$ cat config.mk
export PLATFORM = sky130hd
export DESIGN_NAME = reg_wb_arbiter
export DESIGN_NICKNAME = d
export VERILOG_FILES = /design/src/rtl/reg_wb_arbiter_pkg.sv /design/src/rtl/rr_select2.sv /design/src/rtl/reg_wb_arbiter.sv
export SDC_FILE = /design/constraint.sdc
export NUM_CORES = 1
export LEC_CHECK = 0
export ABC_AREA = 1
export ABC_CLOCK_PERIOD_IN_PS = 1210
export CORE_MARGIN = 4
export CORE_UTILIZATION = 35
export CTS_CLUSTER_DIAMETER = 120
export DETAILED_ROUTE_END_ITERATION = 10
export PLACE_DENSITY = 0.76
export SLEW_MARGIN = 20
export SYNTH_ARGS = -nofsm -noshare
export SYNTH_HDL_FRONTEND = slang
export SYNTH_SLANG_ARGS = --single-unit
export TNS_END_PERCENT = 50
$ cat constraint.sdc
create_clock -name clk -period 1.21 [get_ports clk]
set_input_delay 0.1815 -clock clk [delete_from_list [all_inputs] [get_ports clk]]
set_output_delay 0.1815 -clock clk [all_outputs]
set_load 0.005 [all_outputs]
$ cat src/rtl/reg_wb_arbiter_pkg.sv
// Shared CPU definitions for the register-file writeback path: datapath widths,
// instruction-word field positions and the writeback FSM encoding.
package reg_wb_arbiter_pkg;

  localparam int CPU_DATA_W   = 8;
  localparam int CPU_ADDR_W   = 2;
  localparam int CPU_INST_W   = 16;
  localparam int CPU_DEST_LSB = 10;
  localparam int CPU_DEST_MSB = 11;

  typedef enum logic {
    ST_IDLE  = 1'b0,
    ST_WRITE = 1'b1
  } wb_state_t;

endpackage

$ cat src/rtl/rr_select2.sv
// Two-way round-robin selector: grants the only valid requester, or the one
// named by the priority pointer when both are valid. i_block suppresses all grants.
module rr_select2 (
  input  logic [1:0] i_valid,
  input  logic       i_block,
  input  logic       i_ptr,
  output logic [1:0] o_grant,
  output logic       o_winner
);

  always_comb begin
    // NOTE: every output of a combinational block gets a default first, so no
    // path leaves it unassigned and no latch is inferred.
    o_grant = 2'b00;
    if (!i_block) begin
      if (i_valid == 2'b11) begin
        o_grant[i_ptr] = 1'b1;
      end else begin
        o_grant = i_valid;
      end
    end
  end

  assign o_winner = o_grant[1];

endmodule

$ cat src/rtl/reg_wb_arbiter.sv
// Arbitrates ALU and load writebacks onto a single register-file write port,
// presenting the winner's write as registered rf_en/rf_inst/rf_data for one cycle.
module reg_wb_arbiter
  import reg_wb_arbiter_pkg::*;
#(
  parameter int DATA_W = CPU_DATA_W,
  parameter int ADDR_W = CPU_ADDR_W,
  parameter int INST_W = CPU_INST_W
) (
  input  logic              clk,
  input  logic              rst,
  input  logic              hold,
  input  logic              req0_valid,
  input  logic [ADDR_W-1:0] req0_addr,
  input  logic [DATA_W-1:0] req0_data,
  output logic              req0_ready,
  input  logic              req1_valid,
  input  logic [ADDR_W-1:0] req1_addr,
  input  logic [DATA_W-1:0] req1_data,
  output logic              req1_ready,
  output logic              rf_en,
  output logic [INST_W-1:0] rf_inst,
  output logic [DATA_W-1:0] rf_data,
  output logic              last_grant,
  output logic [7:0]        wr_count
);

  wb_state_t         r_state;
  wb_state_t         w_state_next;
  logic              r_ptr;
  logic              r_last;
  logic [7:0]        r_count;
  logic [INST_W-1:0] r_inst;
  logic [DATA_W-1:0] r_data;

  logic [1:0]        w_grant;
  logic              w_winner;
  logic              w_accept;
  logic [ADDR_W-1:0] w_addr;
  logic [DATA_W-1:0] w_data;
  logic [INST_W-1:0] w_inst;

  // Reset blocks grants too, so a write presented during reset is simply dropped.
  rr_select2 u_rr_select2 (
    .i_valid  ({req1_valid, req0_valid}),
    .i_block  (rst | hold),
    .i_ptr    (r_ptr),
    .o_grant  (w_grant),
    .o_winner (w_winner)
  );

  assign req0_ready = w_grant[0];
  assign req1_ready = w_grant[1];
  assign w_accept   = |w_grant;
  assign w_addr     = w_winner ? req1_addr : req0_addr;
  assign w_data     = w_winner ? req1_data : req0_data;

  always_comb begin
    w_inst = '0;
    w_inst[CPU_DEST_LSB +: ADDR_W] = w_addr;
  end

  always_ff @(posedge clk) begin
    // NOTE: sequential state uses non-blocking assignments so every register
    // samples pre-edge values regardless of statement order.
    if (rst) begin
      r_state <= ST_IDLE;
    end else begin
      r_state <= w_state_next;
    end
  end

  always_comb begin
    w_state_next = ST_IDLE;
    if (w_accept) begin
      w_state_next = ST_WRITE;
    end
  end

  always_ff @(posedge clk) begin
    if (rst) begin
      r_inst  <= '0;
      r_data  <= '0;
      r_ptr   <= 1'b0;
      r_last  <= 1'b0;
      r_count <= '0;
    end else if (w_accept) begin
      r_inst <= w_inst;
      r_data <= w_data;
      r_ptr  <= ~w_winner;
      r_last <= w_winner;
      if (r_count != 8'hFF) begin
        r_count <= r_count + 8'd1;
      end
    end
  end

  assign rf_en      = (r_state == ST_WRITE);
  assign rf_inst    = r_inst;
  assign rf_data    = r_data;
  assign last_grant = r_last;
  assign wr_count   = r_count;

endmodule

==> results of run 1 <==
## metal layers
| layer | GRT usage [%] | vias up | wire length [um] |
|---|---|---|---|
| li1 | - | 645 | - |
| met4 | 1.523 | 0 | 13 |
| met5 | 0 | - | 0 |
| met1 | 14.54 | 557 | 1221 |
| met2 | 25.41 | 45 | 1556 |
| met3 | 5.272 | 2 | 228 |
## cell type report
class	count	area share [%]
Multi-Input combinational cell	122	34.01
Inverter	19	3.882
Tap cell	44	2.895
Timing Repair Buffer	73	34.67
Clock buffer	4	1.382
Sequential cell	21	23.16
## power by group
part           switching (mW)  internal, mW
logic                   0.136         0.188
registers              0.0152         0.726
clock network           0.213         0.129
## metrics by stage
stage | util [%] | hold WS (ns)
floorplan | - | 0.2506
global placement | 56.48 | 0.4458
detailed placement | 56.48 | 0.4534
CTS | 59.56 | 0.3597
global route | 60.80 | 0.3921
finish | 60.80 | 0.3698
## flip-flops by register name, summed over array words and instances, names as in the netlist
name / cells
rf_data: 8
wr_count: 8
rf_inst: 2
last_grant: 1
r_ptr: 1
rf_en: 1
## worst max-delay path, cell delays in order, from the launching register on
cell and delay, ns:
dfxtp_2 0.35, buf_6 0.09, ha_4 0.13, nand2_4 0.06, nor2_4 0.12, buf_4 0.14
xor2_2 0.13, nand2_1 0.07, a21oi_2 0.11
## cells by family after synthesis
family	after synthesis	share of synthesized area, %
compound gates	23	13.39
xor+xnor	2	1.488
fa+ha+maj	1	1.063
buf+inv	38	18.60
flops	21	35.71
other cells	1	0.3185
simple gates	82	29.44
## synth_stat cells
library cell  number  area (sq um)
a21oi_1            7         35.03
nand3_1           13         65.06
dfxtp_1           21         420.4
buf_2              2         10.01
nand2_1           51         191.4
o21a_1            10         75.07
nand4_1            2         12.51
o21ai_4            1         16.27
ha_1               1         12.51
nor3_1             1         5.000
nor2_4             1         11.26
inv_1             18         67.56
buf_4             15         112.6
nor2_1            12         45.04
a21oi_2            1         8.760
xor2_1             2         17.52
nand3_2            1         10.01
a211oi_1           1         7.510
nand2_2            1         6.260
buf_6              2         22.52
conb_1             1         3.750
inv_4              1         6.260
o21ai_0            3         15.01
## path summary, 6_finish.rpt
| check | end | cells after the start |
|---|---|---|
| max | wr_count[4]$_SDFFE_PP0P_ | 8 |
| min | wr_count[4]$_SDFFE_PP0P_ | 3 |
| max reg2reg | wr_count[4]$_SDFFE_PP0P_ | 8 |
| min reg2reg | last_grant$_SDFFE_PP0P_ | 2 |
## what timing repair did
item                       CTS  global route
resized for setup           54            13
pin swaps                    6             1
setup buffers               10             1
setup endpoints to repair   39            22
==> flow_metrics.env, run 1 <==
export IMPL_endpoint_kind="register"
export IMPL_hold_violations=0
export IMPL_cts_tree="yes"
export IMPL_dpl_cell_area_sq_mm=0.001767
export IMPL_period_needed_ns=1.284
export IMPL_grt_pass1_vias=1111
export IMPL_dieWidth_um=66
export IMPL_dieArea_sq_mm=0.004356
export IMPL_multi_input_area_sq_um=646.9
export IMPL_finalInstanceArea_sq_mm=0.001902
export IMPL_cts_htree_levels=1
export IMPL_n_fill_cell=301
export IMPL_fmax_mhz=778.9
export IMPL_critPathArrivalTime_ns=1.53
export IMPL_fin_crit_sh_pct=106.1
export IMPL_final_cells=283
export IMPL_antenna_found_initial=0
export IMPL_dp_cells=269
export IMPL_final_common_cell="nand2_1"
export IMPL_initial_core_util_pct=37.64
export IMPL_num_vias=1249
export IMPL_peakVddDrop_v=0.0004877
export IMPL_syn2layout_area_growth_pct=61.53
export IMPL_pre_cts_ws_ns=-0.4395
export IMPL_slew_violations=0
export IMPL_layout_common_cells="nand2_1, buf_4, dlygate4sd2_1"
export IMPL_placementRows=20
export IMPL_rsz0062_at_grt="true"
export IMPL_drt_iter0_drc=55
export IMPL_violations="setup timing"
export IMPL_r2r_start="wr_count[1]$_SDFFE_PP0P_"
export IMPL_power_density_mw_per_mm2=739.8
export IMPL_synth_cells=168
export IMPL_required_ns=1.46
export IMPL_finalSetupViolCount=6
export IMPL_synth_avg_cell_area_sq_um=7.008
export IMPL_holdBufCountCts=0
export IMPL_timing_reg2reg_setup_slack_ns=-0.07
export IMPL_skew_ns=0.004654
export IMPL_grt_overflow_total=0
export IMPL_ys_warn_count=0
export IMPL_hp_class="primary input to register"
export IMPL_path_max_fanout=3
export IMPL_grt_pass1_wl_um=4643
export IMPL_viasPerCell=4.413
export IMPL_regArea_sq_um=440.4
export IMPL_routed_wl_um=3020
export IMPL_ant_nets=0
export IMPL_antennaDiodeCount=0
export IMPL_syn_cell_area_sq_mm=0.001177
export IMPL_worstSkewPairLatency_ns=0.30
export IMPL_seq_area_frac_synth_pct=35.71
export IMPL_outcome="complete, but fails checks"
export IMPL_clk_pin_slew_worst_paths_ns=0.12
export IMPL_io_buffers=46
export IMPL_io_pins=61
export IMPL_maxCapViolCount=0
export IMPL_place_gp_congestion=0.8402
export IMPL_path_class="register to register"
export IMPL_core_area_sq_mm=0.003128
export IMPL_worstHoldStart="rst"
export IMPL_cts_root_buf="clkbuf_4"
export IMPL_cts_buffers=3
export IMPL_grt_util_all_layers_pct=13.50
export IMPL_grt_max_degree=16
export IMPL_setup_tns_final_ns=-0.2621
export IMPL_ys_ff_latch=21
export IMPL_final_nets=266
export IMPL_finalPower_mw=1.407
export IMPL_cts_buffer_depth=2
export IMPL_dr_pass1_iters=4
export IMPL_drive_gt1_share_pct=28.45
export IMPL_wl_per_cell_um=10.67
export IMPL_clock_sinks=21
export IMPL_dp_hpwl_um=2238
export IMPL_leakage_nw=0.9777
export IMPL_setup_slack_ns=-0.07386
export IMPL_ys_types=23
export IMPL_cp_start_kind="register"
export IMPL_crit_start="wr_count[1]$_SDFFE_PP0P_"
export IMPL_drc=0
export IMPL_die_height_um=66
Note: power is estimated with default switching activity, not from simulation.
==> run 2, diff against run 1 <==
--- a/config.mk
+++ b/config.mk
@@ -12,7 +12,7 @@
 export CTS_CLUSTER_DIAMETER = 120
 export DETAILED_ROUTE_END_ITERATION = 10
 export PLACE_DENSITY = 0.76
-export SLEW_MARGIN = 20
+export SLEW_MARGIN = 40
 export SYNTH_ARGS = -nofsm -noshare
 export SYNTH_HDL_FRONTEND = slang
 export SYNTH_SLANG_ARGS = --single-unit
==> results of run 2 <==
Same layout as run 1: the final DEF is identical, and so are final timing and power.
